## src/rtl/cgra_stream_pkg.sv

```systemverilog
// cgra_stream_pkg: shared state type and field widths for the CGRA stream engines
package cgra_stream_pkg;
    typedef enum logic [1:0] {IDLE, RUN, DRAIN, DONE} stream_state_t;
    localparam int STRIDE_WIDTH = 16;
    localparam int COUNT_WIDTH  = 16;
endpackage

```

## src/rtl/stream_fifo.sv

```systemverilog
// stream_fifo: synchronous FIFO, head word on dout (zero while empty), push allowed when full if popping
module stream_fifo #(
    parameter int DATA_WIDTH = 32,
    parameter int DEPTH      = 4
) (
    input  logic                   clk,
    input  logic                   rst_n,
    input  logic                   push,
    input  logic                   pop,
    input  logic [DATA_WIDTH-1:0]  din,
    output logic [DATA_WIDTH-1:0]  dout,
    output logic                   full,
    output logic                   empty,
    output logic [$clog2(DEPTH):0] count
);
    localparam int AW = $clog2(DEPTH);
    logic [DATA_WIDTH-1:0] mem [DEPTH];
    logic [AW-1:0] wr_ptr, rd_ptr;
    logic do_push, do_pop;
    assign empty   = count == '0;
    assign full    = count == (AW+1)'(DEPTH);
    assign do_pop  = pop && !empty;
    assign do_push = push && (!full || do_pop);
    assign dout    = empty ? '0 : mem[rd_ptr];
    // pointer and occupancy bookkeeping
    always_ff @(posedge clk or negedge rst_n)
        if (!rst_n) begin
            wr_ptr <= '0;
            rd_ptr <= '0;
            count  <= '0;
        end else begin
            wr_ptr <= wr_ptr + AW'(do_push);
            rd_ptr <= rd_ptr + AW'(do_pop);
            count  <= count + (AW+1)'(do_push) - (AW+1)'(do_pop);
        end
    // storage needs no reset: empty masks it on dout
    always_ff @(posedge clk)
        if (do_push) mem[wr_ptr] <= din;
endmodule

```

## src/rtl/stream_reader.sv

```systemverilog
// stream_reader: strided, credit-limited memory reads streamed out through a FIFO; STREAM_READER_WRAP_EN adds wrap/stop
module stream_reader
    import cgra_stream_pkg::*;
#(
    parameter int DATA_WIDTH = 32,
    parameter int ADDR_WIDTH = 32,
    parameter int FIFO_DEPTH = 4
) (
    input  logic                    clk,
    input  logic                    rst_n,
    input  logic                    start,
    input  logic [ADDR_WIDTH-1:0]   base_addr,
    input  logic [STRIDE_WIDTH-1:0] stride,
    input  logic [COUNT_WIDTH-1:0]  count,
`ifdef STREAM_READER_WRAP_EN
    input  logic                    wrap,
    input  logic                    stop,
`endif
    output logic                    mem_req,
    output logic [ADDR_WIDTH-1:0]   mem_addr,
    input  logic                    mem_gnt,
    input  logic                    mem_rvalid,
    input  logic [DATA_WIDTH-1:0]   mem_rdata,
    output logic [DATA_WIDTH-1:0]   dout,
    output logic                    dout_v,
    input  logic                    dout_r,
    output logic                    busy,
    output logic                    done
);
    localparam int CW = $clog2(FIFO_DEPTH);
    stream_state_t state, next_state;
    logic [ADDR_WIDTH-1:0] base_q, step;
    logic [STRIDE_WIDTH-1:0] stride_q;
    logic [COUNT_WIDTH-1:0] count_q, req_cnt;
    logic [CW:0] outstanding, fifo_count;
    logic gnt_fire, last_req, wrap_go, push, pop, last_word, full, empty;
    assign step      = {{(ADDR_WIDTH-STRIDE_WIDTH){stride_q[STRIDE_WIDTH-1]}}, stride_q};
    assign gnt_fire  = mem_req && mem_gnt;
    assign last_req  = req_cnt == count_q - COUNT_WIDTH'(1);
    assign push      = mem_rvalid && outstanding != '0;
    assign pop       = dout_v && dout_r;
    assign dout_v    = !empty;
    assign mem_req   = state == RUN && !full && fifo_count + outstanding < (CW+1)'(FIFO_DEPTH);
    assign last_word = state == DRAIN && pop && outstanding == '0 && fifo_count == (CW+1)'(1);
    assign busy      = state != IDLE;
    assign done      = state == DONE;
`ifdef STREAM_READER_WRAP_EN
    logic stop_q;
    assign wrap_go = wrap && !stop && !stop_q;
    // a stop pulse is held until the next pass boundary
    always_ff @(posedge clk or negedge rst_n)
        if (!rst_n) stop_q <= 1'b0;
        else if (state == IDLE) stop_q <= 1'b0;
        else if (state == RUN && stop) stop_q <= 1'b1;
`else
    assign wrap_go = 1'b0;
`endif
    // state register
    always_ff @(posedge clk or negedge rst_n)
        if (!rst_n) state <= IDLE;
        else state <= next_state;
    // next state: the last word leaving the FIFO with nothing in flight ends a drain
    always_comb begin
        next_state = (state == IDLE && start) ? ((count == '0) ? DONE : RUN) :
                     (state == RUN && gnt_fire && last_req && !wrap_go) ? DRAIN :
                     (state == DRAIN && last_word) ? DONE :
                     (state == DONE) ? IDLE : state;
    end
    // config capture, address generation, request count and read credit
    always_ff @(posedge clk or negedge rst_n)
        if (!rst_n) begin
            base_q      <= '0;
            mem_addr    <= '0;
            stride_q    <= '0;
            count_q     <= '0;
            req_cnt     <= '0;
            outstanding <= '0;
        end else begin
            if (state == IDLE && start) begin
                base_q   <= base_addr;
                mem_addr <= base_addr;
                stride_q <= stride;
                count_q  <= count;
                req_cnt  <= '0;
            end else if (gnt_fire) begin
                mem_addr <= (wrap_go && last_req) ? base_q : mem_addr + step;
                req_cnt  <= last_req ? '0 : req_cnt + COUNT_WIDTH'(1);
            end
            outstanding <= outstanding + (CW+1)'(gnt_fire) - (CW+1)'(push);
        end
    stream_fifo #(.DATA_WIDTH(DATA_WIDTH), .DEPTH(FIFO_DEPTH)) u_fifo (
        .clk   (clk),
        .rst_n (rst_n),
        .push  (push),
        .pop   (pop),
        .din   (mem_rdata),
        .dout  (dout),
        .full  (full),
        .empty (empty),
        .count (fifo_count)
    );
endmodule
```

## config.mk

```make
export PLATFORM = sky130hd
export DESIGN_NAME = stream_reader
export DESIGN_NICKNAME = d
export VERILOG_FILES = /design/src/rtl/cgra_stream_pkg.sv /design/src/rtl/stream_fifo.sv /design/src/rtl/stream_reader.sv
export SDC_FILE = /design/constraint.sdc
export NUM_CORES = 1
export LEC_CHECK = 0
export CAP_MARGIN = 10
export CORE_AREA = 5 5 200 202
export DETAILED_ROUTE_END_ITERATION = 10
export DIE_AREA = 0 0 205 207
export PLACE_DENSITY_LB_ADDON = 0.25
export SKIP_LAST_GASP = 1
export SLEW_MARGIN = 0
export SYNTH_ARGS = -nofsm -noshare
export SYNTH_HDL_FRONTEND = slang
export SYNTH_SLANG_ARGS = --single-unit
```

## constraint.sdc

```tcl
create_clock -name clk -period 6.8 [get_ports clk]
set_input_delay 1.02 -clock clk [delete_from_list [all_inputs] [get_ports clk]]
set_output_delay 1.02 -clock clk [all_outputs]
set_load 0.01 [all_outputs]
```

=== Word level (Yosys, flattened, before mapping) ===
Memories as Yosys holds them, arrays and structs flattened.
Cells that the tools add are included.

* Add/subtract/negate cells: 10
* Magnitude comparators: 1
* Equality and inequality tests: 6
* Multiplexer cells: 13
* Reductions and logical operators: 25

{| class="wikitable"
|+ Operator list
! kind !! count
|-
| 32-bit two-way mux || 3
|-
| 16-bit two-way mux || 3
|-
| 32-bit adder || 1
|-
| 16-bit by 1-bit adder with 16-bit output, second input constant || 1
|-
| 16-bit == test || 1
|-
| 16-bit logical NOT || 1
|-
| 16-bit by 1-bit subtractor with 16-bit output, second input constant || 1
|-
| 1-bit logical AND || 14
|-
| 2-bit two-way mux || 5
|-
| 3-bit by 1-bit adder with 3-bit output || 2
|-
| 3-bit logical NOT || 2
|-
| 3-bit by 1-bit subtractor with 3-bit output || 2
|-
| 2-bit by 1-bit adder with 2-bit output || 2
|-
| 2-bit == test, second input constant || 2
|-
| 2-bit nonzero test || 2
|-
| 4-bit nonzero test || 1
|-
| 3-bit adder || 1
|-
| 3-bit by 1-bit == test with 1-bit output, second input constant || 1
|-
| 3-bit == test, second input constant || 1
|-
| 3-bit < comparator, second input constant || 1
|-
| 3-bit nonzero test || 1
|-
| 2-bit by 1-bit == test with 1-bit output, second input constant || 1
|-
| 1-bit logical NOT || 2
|-
| 2-bit logical NOT || 1
|-
| other kinds (2) || 3
|}

* Bits in registers: 92
* RAM bits: 128
* Input bits: 102
* Output and inout bits: 68
* Word-level logic and storage cells: 65
* Memories: 1

{| class="wikitable"
|+ Memory list
! memory !! words !! bits a word !! read ports !! clocked after memory_dff !! wr ports !! RTL line !! text
|-
| u_fifo.mem || 4 || 32 || 1 || 0 || 1 || stream_fifo.sv:17 || <nowiki>logic [DATA_WIDTH-1:0] mem [DEPTH];</nowiki>
|}

=== Logic depth before layout (Yosys ltp) ===
Gate-level depths: netlist of run 1.

* Depth after elaboration: 10
* Depth in mapped cells: 15

=== Hierarchy ===
From an unflattened synthesis of run 1, not the netlist that was laid out.

* Cells, all modules: 963
* Area, all modules: 11344.6 um^2

{| class="wikitable"
|+ Modules (own cells, without submodules)
! module !! instances !! cells each !! area an instance (um^2)
|-
| stream_reader || 1 || 730 || 6009.5
|-
| stream_fifo || 1 || 233 || 5335.1
|}

=== Worst setup path before layout of run 1 ===
OpenSTA, ideal clock, no wires.

* Path kind: input port to flip-flop
* Start point: in mem_rvalid
* End point: mem u_fifo.mem[0][0], enable pin
* Library setup time: 0.468 ns
* Data arrival time: 3.803 ns
* Data required time: 6.332 ns
* Setup slack: 2.529 ns
* Stages on the path: 3
* Buffers on the path: 0
* Cells stage by stage: nor2b_1 -> o21a_1 -> nor3b_1

* Word-level cells in the longest chain between the ends: 4

{| class="wikitable"
|+ RTL lines
! element !! RTL line !! text
|-
| start: declaration || stream_reader.sv:22 || <nowiki>input logic mem_rvalid,</nowiki>
|-
| 1-bit logical AND || stream_reader.sv:40 || <nowiki>assign push = mem_rvalid && outstanding != '0;</nowiki>
|-
| 1-bit logical AND || stream_fifo.sv:23 || <nowiki>assign do_push = push && (!full || do_pop);</nowiki>
|-
| 1-bit two-way mux || stream_fifo.sv:38 || <nowiki>if (do_push) mem[wr_ptr] <= din;</nowiki>
|-
| 1-bit two-way mux (implied by the code) || stream_fifo.sv:38 ||
|-
| end: declaration || stream_fifo.sv:17 ||
|}

No other way between the ends.

=== Worst setup path after layout of run 1 ===
* Start point: reg u_fifo.rd_ptr[0]
* End point: out dout[21]

* Word-level cells in the longest chain between the ends: 2

{| class="wikitable"
|+ RTL lines
! element !! RTL line !! text
|-
| start: declaration || stream_fifo.sv:18 || <nowiki>logic [AW-1:0] wr_ptr, rd_ptr;</nowiki>
|-
| start signal: assignment || stream_fifo.sv:33 || <nowiki>rd_ptr <= rd_ptr + AW'(do_pop);</nowiki>
|-
| memory read 4 x 32 bit || n/a ||
|-
| 32-bit two-way mux || stream_fifo.sv:24 || <nowiki>assign dout = empty ? '0 : mem[rd_ptr];</nowiki>
|-
| end: declaration || stream_reader.sv:24 || <nowiki>output logic [DATA_WIDTH-1:0] dout,</nowiki>
|}

No other way between the ends.

==> results of run 1 <==
[power groups by stage]
stage | sequential (mW) | combinational (mW) | clock [mW]
6_report | 2.19 | 4.01 | 1.37
5_1_grt | 2.24 | 4.47 | 1.47
4_1_cts | 2.19 | 4.07 | 1.41
3_5_place_dp | 2.21 | 4.04 | 0
3_3_place_gp | 2.20 | 4.02 | 0
2_1_floorplan | 2.15 | 2.71 | 0
[layer usage]
layer  share of wire (%)  GRT usage, %  up-vias
met5                0.11             0        -
met4                 2.3          3.51        6
met3                 5.5          2.78       43
met2                  46          21.8      189
met1                  46          18.6     3919
li1                    -             -     3975
[path summary, 6_finish.rpt]
check,to,from,slack (ns),cells after the start
worst max register to register,outstanding[1]$_DFF_PN0_,u_fifo.count[1]$_DFF_PN0_,3.42,14
min in group clk,stride_q[4]$_DFFE_PN0P_,stride_q[4]$_DFFE_PN0P_,0.48,2
max in group asynchronous,u_fifo.rd_ptr[0]$_DFF_PN0_,rst_n,5.16,2
worst min register to register,stride_q[4]$_DFFE_PN0P_,stride_q[4]$_DFFE_PN0P_,0.48,2
worst min-delay path,mem_addr[14]$_DFFE_PN0P_,rst_n,0.43,1
worst max-delay path,dout[21],u_fifo.rd_ptr[0]$_DFF_PN0_,2.95,4
[metrics by stage]
step                      cells  total power [mW]  hold slack, ns  worst slack [ns]  cell area (um^2)
after floorplan             990              4.86           0.450              2.53             11300
after global placement     1645              6.22           0.466              3.36             13500
after detailed placement   1645              6.25           0.467              3.33             13500
after CTS                  1693              7.67           0.423              2.84             14400
after global routing       1693              8.18           0.454              2.73             14400
final                      1693              7.56           0.434              2.95             14400
[cell families after synthesis]
family	share of synthesized area (%)
multiplexers	7.03
AND/OR/NAND/NOR	15.3
buffers and inverters	2.86
XOR/XNOR	3.97
adder cells (fa/ha/maj)	4.98
AO/OA/AOI/OAI	11.2
flip-flops	54.6
[sequential cells by signal, summed over array words and instances, names as in the netlist]
name	count
mem_addr	32
req_cnt	16
u_fifo.mem	128
state	2
outstanding	3
count_q	16
u_fifo.rd_ptr	2
u_fifo.count	3
stride_q	16
u_fifo.wr_ptr	2
[worst max-delay path, cell delays in order, from the launching register on]
cell and delay, ns:
sky130_fd_sc_hd__dfrtp_2 0.49, sky130_fd_sc_hd__buf_4 0.53, sky130_fd_sc_hd__mux4_2 0.57, sky130_fd_sc_hd__nor2b_1 0.16
sky130_fd_sc_hd__clkdlybuf4s50_1 0.53
[final cells by class]
class,instances,area [um^2],share of cell area (%)
sequential,220,6150,42.8
multi-input combinational,690,4800,33.4
timing repair buffer,182,1790,12.4
clock buffer,39,769,5.36
tap,518,648,4.51
inverter,35,131,0.914
clock inverter,9,86.3,0.601
[layout by cell type (no fill, tap or decap), types with 5 or more instances in the layout]
cell type,Yosys,final
sky130_fd_sc_hd__o21ai_0,32,32
sky130_fd_sc_hd__nand4_1,12,12
sky130_fd_sc_hd__o22ai_1,18,18
sky130_fd_sc_hd__or2_2,6,6
sky130_fd_sc_hd__o21a_1,5,5
sky130_fd_sc_hd__nor4_1,9,9
sky130_fd_sc_hd__nor2b_1,40,40
sky130_fd_sc_hd__mux2i_1,7,7
sky130_fd_sc_hd__o211ai_1,5,5
sky130_fd_sc_hd__xnor2_1,35,35
sky130_fd_sc_hd__nor2_1,51,50
sky130_fd_sc_hd__a21oi_1,59,59
sky130_fd_sc_hd__xor2_1,16,16
sky130_fd_sc_hd__or3_1,5,5
sky130_fd_sc_hd__edfxtp_1,128,128
sky130_fd_sc_hd__nand2_1,158,157
sky130_fd_sc_hd__a211oi_1,10,10
sky130_fd_sc_hd__a21o_1,15,15
sky130_fd_sc_hd__mux4_2,32,32
sky130_fd_sc_hd__buf_4,1,14
sky130_fd_sc_hd__clkbuf_16,0,26
sky130_fd_sc_hd__ha_1,40,40
sky130_fd_sc_hd__and3_1,19,19
sky130_fd_sc_hd__nand3_1,22,22
sky130_fd_sc_hd__o21ai_1,5,5
sky130_fd_sc_hd__dfrtp_1,92,91
sky130_fd_sc_hd__clkbuf_1,30,6
sky130_fd_sc_hd__nor3_1,15,14
sky130_fd_sc_hd__clkinv_2,0,5
sky130_fd_sc_hd__clkbuf_8,0,7
sky130_fd_sc_hd__clkdlybuf4s50_1,0,168
sky130_fd_sc_hd__inv_1,35,35
sky130_fd_sc_hd__a31oi_1,10,10
==> impl_summary.txt, run 1 <==
----------------------------------------------------
[Outcome]
  Run status ... complete, no violations

[STA]
  Final setup TNS ... 0 ns
  Highest Clock Rate ... 0.260 GHz
  Final Hold Violating Endpoints ... 0
  Worst-Margin Slew ... 0.854 ns
  Final setup vio count ... 0
  Setup repair after global routing missed its margin ... no
  Slew Limit Fails ... 0
  Clock period minus final worst setup slack ... 3.85 ns
  Final worst-path cycle share ... 56.6%
  Remaining max-slew budget at the tightest pin ... 42.8%
  Layout Skew ... 0.0179 ns

[Power]
  LEAKAGE ... 5.56 nW
  Power density over the cells ... 526 nW/um^2
  Sequential share of power ... 28.9%
  Internal power ... 4.53 mW
  Proportion of power drawn by combinational gates ... 53.0%
  Switching power summed over all nets ... 3.03 mW
  Clock network fraction of total power ... 18.1%
  Peak supply drop ... 188 uV
  Sw Share ... 40.1%

[CTS]
  Root Driver ... sky130_fd_sc_hd__clkbuf_16
  Sinks on the clock net ... 220
  CTS Buf Count ... 26
  Clock latency on the worst-skew pair ... 0.54 ns
  Post-CTS Setup Inserts ... 0
  PostCTS Resize Cnt ... 0
  Worst-case clock buffer depth ... 3
  TritonCTS clock tree ... built
  Deepest level of the CTS H-tree ... 1
  Clk slew on worst S/H paths ... 0.06 ns
  Hold bufs inserted after CTS ... 0

[Route]
  # DRC ... 0
  Detail-routed via count per cell ... 4.80
  Number of antenna-violating nets in the routed design ... 0
  Number of optimization iterations in the first detailed-route pass ... 4
  Detailed Route Iter0 Violations ... 345
  Final WL ... 29.2 mm
  Wire length per cell after detailed routing ... 17.2 um
  Vias post-DR ... 8132

[Setup path]
  Critical path required time ... 5.78 ns
  Largest fanout on the critical path ... 27
  Crit path DAT ... 2.83 ns
  Category of the most critical setup path ... flip-flop to primary output
  Worst setup EP type ... primary output
  Element type at the critical path start ... flip-flop

[Global route]
  Residual overflow from global routing ... 0
  Initial antenna violation count ... 3
  Number of global-route vias before repair ... 8410
  Overall fraction of global-route tracks in use ... 13.5%
  Pin count of the biggest net entering global routing ... 63
  First-pass GRT wire length ... 46.5 mm

[Cells and area]
  Share of final-layout standard cells stronger than drive strength 1 ... 9.45%
  Syn-to-layout area delta ... 27.7%
  Fill cell instance count of the final layout ... 3743
  Diodes inserted ... 0
  Final Util ... 37.7%
  Nets@finish ... 1300

[Logic synthesis]
  Most common cell in the synthesized netlist ... sky130_fd_sc_hd__nand2_1
  Yosys synthesis warning count ... 0
  Fraction of post-synthesis cell area in the top cell type by area ... 34.2%
  Sequential area share after synthesis ... 54.6%
  Largest area contributor in the synthesized netlist ... sky130_fd_sc_hd__edfxtp_1
  Register bit count reported by yosys ... 220
  Number of synthesized flops with an enable pin ... 128
  Avg Cell Area, Syn ... 11.4 um^2
  Most common library cells after synthesis ... 158 x sky130_fd_sc_hd__nand2_1, 128 x sky130_fd_sc_hd__edfxtp_1, 92 x sky130_fd_sc_hd__dfrtp_1
  Syn Std Cell Area ... 11300 um^2
  Synthesized netlist net count ... 1135
  Async SR Flop Fraction ... 41.8%
  Cell types occupying the most area after synthesis ... sky130_fd_sc_hd__edfxtp_1 34%, sky130_fd_sc_hd__dfrtp_1 20%, sky130_fd_sc_hd__mux4_2 6.4%
  Cell variety after synth ... 65
  Post-synthesis instance total ... 990
  Ys flop type ... sky130_fd_sc_hd__edfxtp_1

[Die]
  Row Count ... 72
  Area of the core ... 38100 um^2
  Area enclosed by the die boundary ... 42400 um^2
  Vertical die dimension ... 207 um
  Width of the chip ... 205 um
  Effective utilization at floorplan ... 29.5%
  Io pins ... 170

[Min path]
  Tightest Hold Check Type ... input port to asynchronous set/reset pin

[Flow run]
  Count of max-cap constraint violations ... 0

[Place]
  Detailed placer's ending HPWL ... 20.1 mm
  Gpl congestion ... 0.844
  IO buf count ... 169

----------------------------------------------------
Note: power is estimated with default switching activity, not from simulation.
==> run 2, diff against run 1 <==
clock period = 3.3 ns   (was 6.8 ns; I/O delays follow)
==> run 2 against run 1 <==
Compared with the run above: clock skew fell by 0.0026 ns; core utilization rose by 0.28 points; via count rose by 0.77%; routed wire length rose by 2.8%; register-to-register slack got worse by 3.0 ns; largest power group unchanged; highest routed layer is now met4; combinational power rose by 110%; design area rose by 0.74%; first-iteration DRC count rose by 3.2%; cell count rose by 0.65%; critical path type unchanged; clock-buffer cell count did not move; non-clock buffer count rose by 9; die area did not move.
==> impl_summary.txt, run 2 (synthesis gave the netlist of run 1 again) <==
----------------------------------------------------
[Outcome]
  Run status ... complete, no violations

[Min path]
  Hold-critical path depth ... 2
  Tightest Hold Check Type ... flip-flop to flip-flop

[Setup path]
  Slowest library cell on the worst path ... sky130_fd_sc_hd__clkdlybuf4s50_1
  Category of cells accounting for the largest share of critical-path delay ... buffers and inverters
  Cells traversed along the worst timing path ... ha_1, a31oi_1, xnor2_1, and4_1, clkdlybuf4s50_1
  Largest fanout on the critical path ... 6
  Crit. path cell count ... 5
  Maximum single-stage delay on the critical path ... 0.62 ns
  Crit path DAT ... 2.48 ns
  Category of the most critical setup path ... flip-flop to primary output
  Element type at the critical path start ... flip-flop
  Critical path required time ... 2.80 ns
  Worst setup EP type ... primary output
  Number of buffers and inverters on the critical path ... 1
  Count of cells along the worst register-to-register path ... 9

[Power]
  Proportion of power drawn by combinational gates ... 53.7%
  Sequential share of power ... 28.3%
  LEAKAGE ... 5.62 nW
  Sw Share ... 40.3%
  Clock network fraction of total power ... 18.0%
  Internal power ... 9.42 mW
  Peak supply drop ... 475 uV
  Power density over the cells ... 1090 nW/um^2
  Switching power summed over all nets ... 6.36 mW

[STA]
  Final setup vio count ... 0
  Setup repair after global routing missed its margin ... no
  Clock period minus final worst setup slack ... 2.98 ns
  Remaining max-slew budget at the tightest pin ... 59.3%
  Highest Clock Rate ... 0.336 GHz
  Layout Skew ... 0.0153 ns
  Final Hold Violating Endpoints ... 0
  Final setup TNS ... 0 ns
  Slew Limit Fails ... 0
  Final worst-path cycle share ... 90.2%
  Worst-Margin Slew ... 0.606 ns

[CTS]
  Clock latency on the worst-skew pair ... 0.55 ns
  Deepest level of the CTS H-tree ... 1
  PostCTS Resize Cnt ... 0
  TritonCTS clock tree ... built
  Hold bufs inserted after CTS ... 1
  Clk slew on worst S/H paths ... 0.06 ns
  Post-CTS Setup Inserts ... 0
  Root Driver ... sky130_fd_sc_hd__clkbuf_16
  Worst-case clock buffer depth ... 3
  Sinks on the clock net ... 220
  CTS Buf Count ... 27

[Cells and area]
  Leading cell type in the layout, fill and taps excluded ... sky130_fd_sc_hd__clkdlybuf4s50_1
  Syn-to-layout area delta ... 28.7%
  Multi-input combinational cell area ... 4810 um^2
  Register name with the most flops ... u_fifo.mem
  Fill cell instance count of the final layout ... 3739
  Share of final-layout standard cells stronger than drive strength 1 ... 9.61%
  Flip-flop count of the largest register after layout ... 128
  Nets@finish ... 1310
  Final Util ... 38.0%
  Storage element area ... 6150 um^2
  Regs by FF count ... u_fifo.mem: 128 flops, mem_addr: 32 flops
  Diodes inserted ... 0
  Commonest cells after routing, fill and taps aside ... 168 x sky130_fd_sc_hd__clkdlybuf4s50_1, 157 x sky130_fd_sc_hd__nand2_1, 128 x sky130_fd_sc_hd__edfxtp_1

[Route]
  Detailed Route Iter0 Violations ... 356
  Final WL ... 30.0 mm
  Number of optimization iterations in the first detailed-route pass ... 5
  Number of antenna-violating nets in the routed design ... 0
  Detail-routed via count per cell ... 4.81
  Wire length per cell after detailed routing ... 17.6 um
  Vias post-DR ... 8195
  # DRC ... 0

[Global route]
  Overall fraction of global-route tracks in use ... 13.6%
  First-pass GRT wire length ... 46.9 mm
  Pin count of the biggest net entering global routing ... 53
  Initial antenna violation count ... 0
  Residual overflow from global routing ... 0
  Number of global-route vias before repair ... 8339

[Die]
  Effective utilization at floorplan ... 29.5%
  Io pins ... 170
  Vertical die dimension ... 207 um
  Area of the core ... 38100 um^2
  Area enclosed by the die boundary ... 42400 um^2
  Row Count ... 72
  Width of the chip ... 205 um

[Place]
  IO buf count ... 169
  Detailed placer's ending HPWL ... 20.7 mm
  Gpl congestion ... 0.809

[Flow run]
  Count of max-cap constraint violations ... 0

----------------------------------------------------
## run 2: worst min-delay path, stage by stage (launching register included)
cell,delay [ns]
sky130_fd_sc_hd__dfrtp_1,0.35
sky130_fd_sc_hd__nand2_1,0.05
sky130_fd_sc_hd__nand2_1,0.06
## run 2: path summary, 6_finish.rpt
kind                                      startpoint                       end  slack [ns]
max in group asynchronous                      rst_n    count_q[6]$_DFFE_PN0P_        2.09
max                        u_fifo.count[1]$_DFF_PN0_                   mem_req        0.32
max reg2reg                 stride_q[15]$_DFFE_PN0P_  mem_addr[31]$_DFFE_PN0P_        0.46
min                          stride_q[7]$_DFFE_PN0P_   stride_q[7]$_DFFE_PN0P_        0.49
min in group asynchronous                      rst_n  mem_addr[15]$_DFFE_PN0P_        0.50
min reg2reg                  stride_q[7]$_DFFE_PN0P_   stride_q[7]$_DFFE_PN0P_        0.49
## run 2: layer usage
layer / global-route usage, % / share of wire [%]
met1: 19.0 / 46
met2: 21.9 / 46
met3: 2.69 / 5.9
met4: 3.21 / 2.0
met5: 0 / 0
## run 2: layout make-up
cell class,instances,area share (%)
multi-input combinational,690,33.2
clock buffer,39,5.19
sequential,220,42.5
clock inverter,11,0.674
tap,518,4.48
timing repair buffer,191,13.1
inverter,35,0.908
## run 2: power groups by stage
stage / clock network (mW) / logic, mW / registers, mW
4_1_cts: 2.94 / 8.57 / 4.48
3_3_place_gp: 0 / 8.51 / 4.49
2_1_floorplan: 0 / 5.58 / 4.43
5_1_grt: 3.05 / 9.35 / 4.58
3_5_place_dp: 0 / 8.52 / 4.52
6_report: 2.84 / 8.48 / 4.47
## run 2: per-stage QoR
stage	power (mW)	area, um^2	instances	hold slack, ns	worst slack [ns]
after floorplan	10.0	11300	990	0.199	0.116
after global placement	13.0	13600	1653	0.467	0.526
after detailed placement	13.0	13600	1653	0.470	0.470
after CTS	16.0	14500	1704	0.458	0.272
after global routing	17.0	14500	1704	0.493	0.218
final	15.8	14500	1704	0.486	0.322
==> run 3, diff against run 2 <==
GPL_TIMING_DRIVEN = 0   (was unset)
==> run 3 against run 2 <==
Compared with the run above: sequential power hardly changed; core utilization is 0.74 points higher; via count is 2.7% higher; die area stayed put; sequential share of layout area is 0.79 points lower; cell count is 1.9% higher; total power is 2.8% higher; register-to-register slack worse by 0.25 ns; clock-buffer cell count is 5 lower; combinational power is 3.9% higher; highest routed layer unchanged.
==> impl_summary.txt, run 3 (synthesis gave the netlist of run 1 again) <==
----------------------------------------------------
[CTS]
  TritonCTS clock tree ... built
  CTS Buf Count ... 27
  Root Driver ... sky130_fd_sc_hd__clkbuf_16
  Deepest level of the CTS H-tree ... 1
  Worst-case clock buffer depth ... 3
  Sinks on the clock net ... 220
  Clk slew on worst S/H paths ... 0.06 ns
  Clock latency on the worst-skew pair ... 0.55 ns

[Setup path]
  Maximum single-stage delay on the critical path ... 0.55 ns
  Element type at the critical path start ... flip-flop
  CP Launch Point ... stride_q[15]$_DFFE_PN0P_
  Reg2reg end ... mem_addr[31]$_DFFE_PN0P_
  Count of cells along the worst register-to-register path ... 10
  Worst R2R Start ... stride_q[15]$_DFFE_PN0P_
  Critical Path Sink ... mem_addr[31]$_DFFE_PN0P_
  Cells traversed along the worst timing path ... ha_1, buf_2, and3_1, and4_1, o211ai_1, a211oi_2, o21ai_1, and4_1, or4_1, a31oi_1
  Top cell by count, worst path ... sky130_fd_sc_hd__and4_1
  Crit path DAT ... 3.56 ns
  Largest fanout on the critical path ... 17
  Critical path required time ... 3.77 ns
  Worst setup EP type ... flip-flop
  R2R Setup Slk ... 0.21 ns
  Category of the most critical setup path ... flip-flop to flip-flop
  Slowest library cell on the worst path ... sky130_fd_sc_hd__dfrtp_2

[Die]
  Vertical die dimension ... 207 um
  Area enclosed by the die boundary ... 42400 um^2
  Area of the core ... 38100 um^2
  Width of the chip ... 205 um
  Effective utilization at floorplan ... 29.5%
  Io pins ... 170
  Row Count ... 72

[Global route]
  Overall fraction of global-route tracks in use ... 14.4%
  Number of global-route vias before repair ... 8626
  First-pass GRT wire length ... 48.9 mm
  Pin count of the biggest net entering global routing ... 55
  Residual overflow from global routing ... 0
  Initial antenna violation count ... 0

[Cells and area]
  Multi-input combinational cell area ... 4820 um^2
  Flip-flop count of the largest register after layout ... 128
  Leading cell type in the layout, fill and taps excluded ... sky130_fd_sc_hd__clkdlybuf4s50_1
  Fill cell instance count of the final layout ... 3748
  Register name with the most flops ... u_fifo.mem
  Nets@finish ... 1347
  Share of final-layout standard cells stronger than drive strength 1 ... 11.0%
  Post-Layout Inst Area ... 14800 um^2
  Commonest cells after routing, fill and taps aside ... 168 x sky130_fd_sc_hd__clkdlybuf4s50_1, 158 x sky130_fd_sc_hd__nand2_1, 128 x sky130_fd_sc_hd__edfxtp_1
  Cell Count, Final, Fillers Out ... 1737
  Syn-to-layout area delta ... 31.2%
  Diodes inserted ... 0
  Storage element area ... 6150 um^2
  Regs by FF count ... u_fifo.mem: 128 flops, mem_addr: 32 flops

[Route]
  Vias post-DR ... 8417
  Number of optimization iterations in the first detailed-route pass ... 5
  Detail-routed via count per cell ... 4.85
  # DRC ... 0
  Wire length per cell after detailed routing ... 18.0 um
  Number of antenna-violating nets in the routed design ... 0
  Final WL ... 31.3 mm
  Detailed Route Iter0 Violations ... 345

[Place]
  IO buf count ... 169
  Detailed placer's ending HPWL ... 22.6 mm
  Gpl congestion ... 0.857
  Worst setup slack after placement ... -0.822 ns
  Dpl cells ... 1683
  Cell area after placement ... 13800 um^2

[Power]
  Clock network fraction of total power ... 18.0%
  Sw Share ... 40.2%
  Proportion of power drawn by combinational gates ... 54.3%
  Power density over the cells ... 1100 nW/um^2
  LEAKAGE ... 5.73 nW
  Switching power summed over all nets ... 6.53 mW
  Peak supply drop ... 437 uV
  Sequential share of power ... 27.7%
  Internal power ... 9.70 mW

[STA]
  Final Hold Violating Endpoints ... 0
  Final setup TNS ... 0 ns
  Final setup vio count ... 0
  Worst Hold Slack ... 0.480 ns
  Slew Limit Fails ... 0
  Clock period minus final worst setup slack ... 3.09 ns
  Highest Clock Rate ... 0.323 GHz
  Worst Slack Setup Final ... 0.207 ns
  Remaining max-slew budget at the tightest pin ... 56.0%
  Layout Skew ... 0.0129 ns
  Setup repair after global routing missed its margin ... no
  Worst-Margin Slew ... 0.660 ns
  Final worst-path cycle share ... 93.7%

[Flow run]
  Count of max-cap constraint violations ... 0

[Outcome]
  Run status ... complete, no violations

[Min path]
  Tightest Hold Check Type ... input port to flip-flop

----------------------------------------------------
==> run 3: final cells by class <==
type,instances,share of cell area [%]
sequential,220,41.7
multi-input combinational,690,32.7
timing repair buffer,184,12.9
clock buffer,34,4.82
tap,518,4.39
buffer,44,1.55
clock inverter,12,1.05
inverter,35,0.916
==> run 3: worst min path at each step <==
stage                             start                       end  slack, ns  depth (start not counted)
6_report                     stride[10]  stride_q[10]$_DFFE_PN0P_       0.48                          3
5_1_grt                      stride[13]  stride_q[13]$_DFFE_PN0P_       0.47                          3
4_1_cts                      stride[13]  stride_q[13]$_DFFE_PN0P_       0.45                          3
3_5_place_dp    stride_q[9]$_DFFE_PN0P_   stride_q[9]$_DFFE_PN0P_       0.47                          2
3_3_place_gp   stride_q[11]$_DFFE_PN0P_  stride_q[11]$_DFFE_PN0P_       0.47                          2
2_1_floorplan                     rst_n    count_q[0]$_DFFE_PN0P_       0.20                          0
==> run 3: layer usage <==
metal,track usage (%),wire length [um],vias to the layer above
li1,-,-,4068
met1,20.2,14800,4109
met2,23.1,14200,200
met3,2.44,1550,40
met4,3.83,770,0
met5,0,0,-
==> run 3: per-stage QoR <==
step	power, mW	util (%)
floorplan	10.0	-
global placement	13.0	35.7
detailed placement	13.2	36.1
CTS	16.4	38.6
global route	17.5	38.7
finish	16.2	38.7
==> run 3: worst max-delay path, delay by kind of cell, from the launching register on <==
family	cells	cell delay (ns)
compound gates	4	0.82
fa+ha+maj	1	0.33
buf+inv	1	0.19
flops	1	0.55
simple gates	4	1.10
==> run 3: power by group through the flow <==
stage | logic [mW] | clock network, mW | registers (mW)
after detailed placement | 8.64 | 0 | 4.53
final | 8.81 | 2.93 | 4.49
after global routing | 9.77 | 3.14 | 4.60
after global placement | 8.47 | 0 | 4.52
after floorplan | 5.58 | 0 | 4.43
after CTS | 8.83 | 3.03 | 4.49
==> run 3: timing repair <==
item / CTS / global route
buffers inserted: 2 / 6
hold buffers: 1 / 0
resized for setup: 31 / 11
pin swaps: 1 / 3
endpoints found under the setup margin: 35 / 34
hold endpoints to repair: 38 / 0
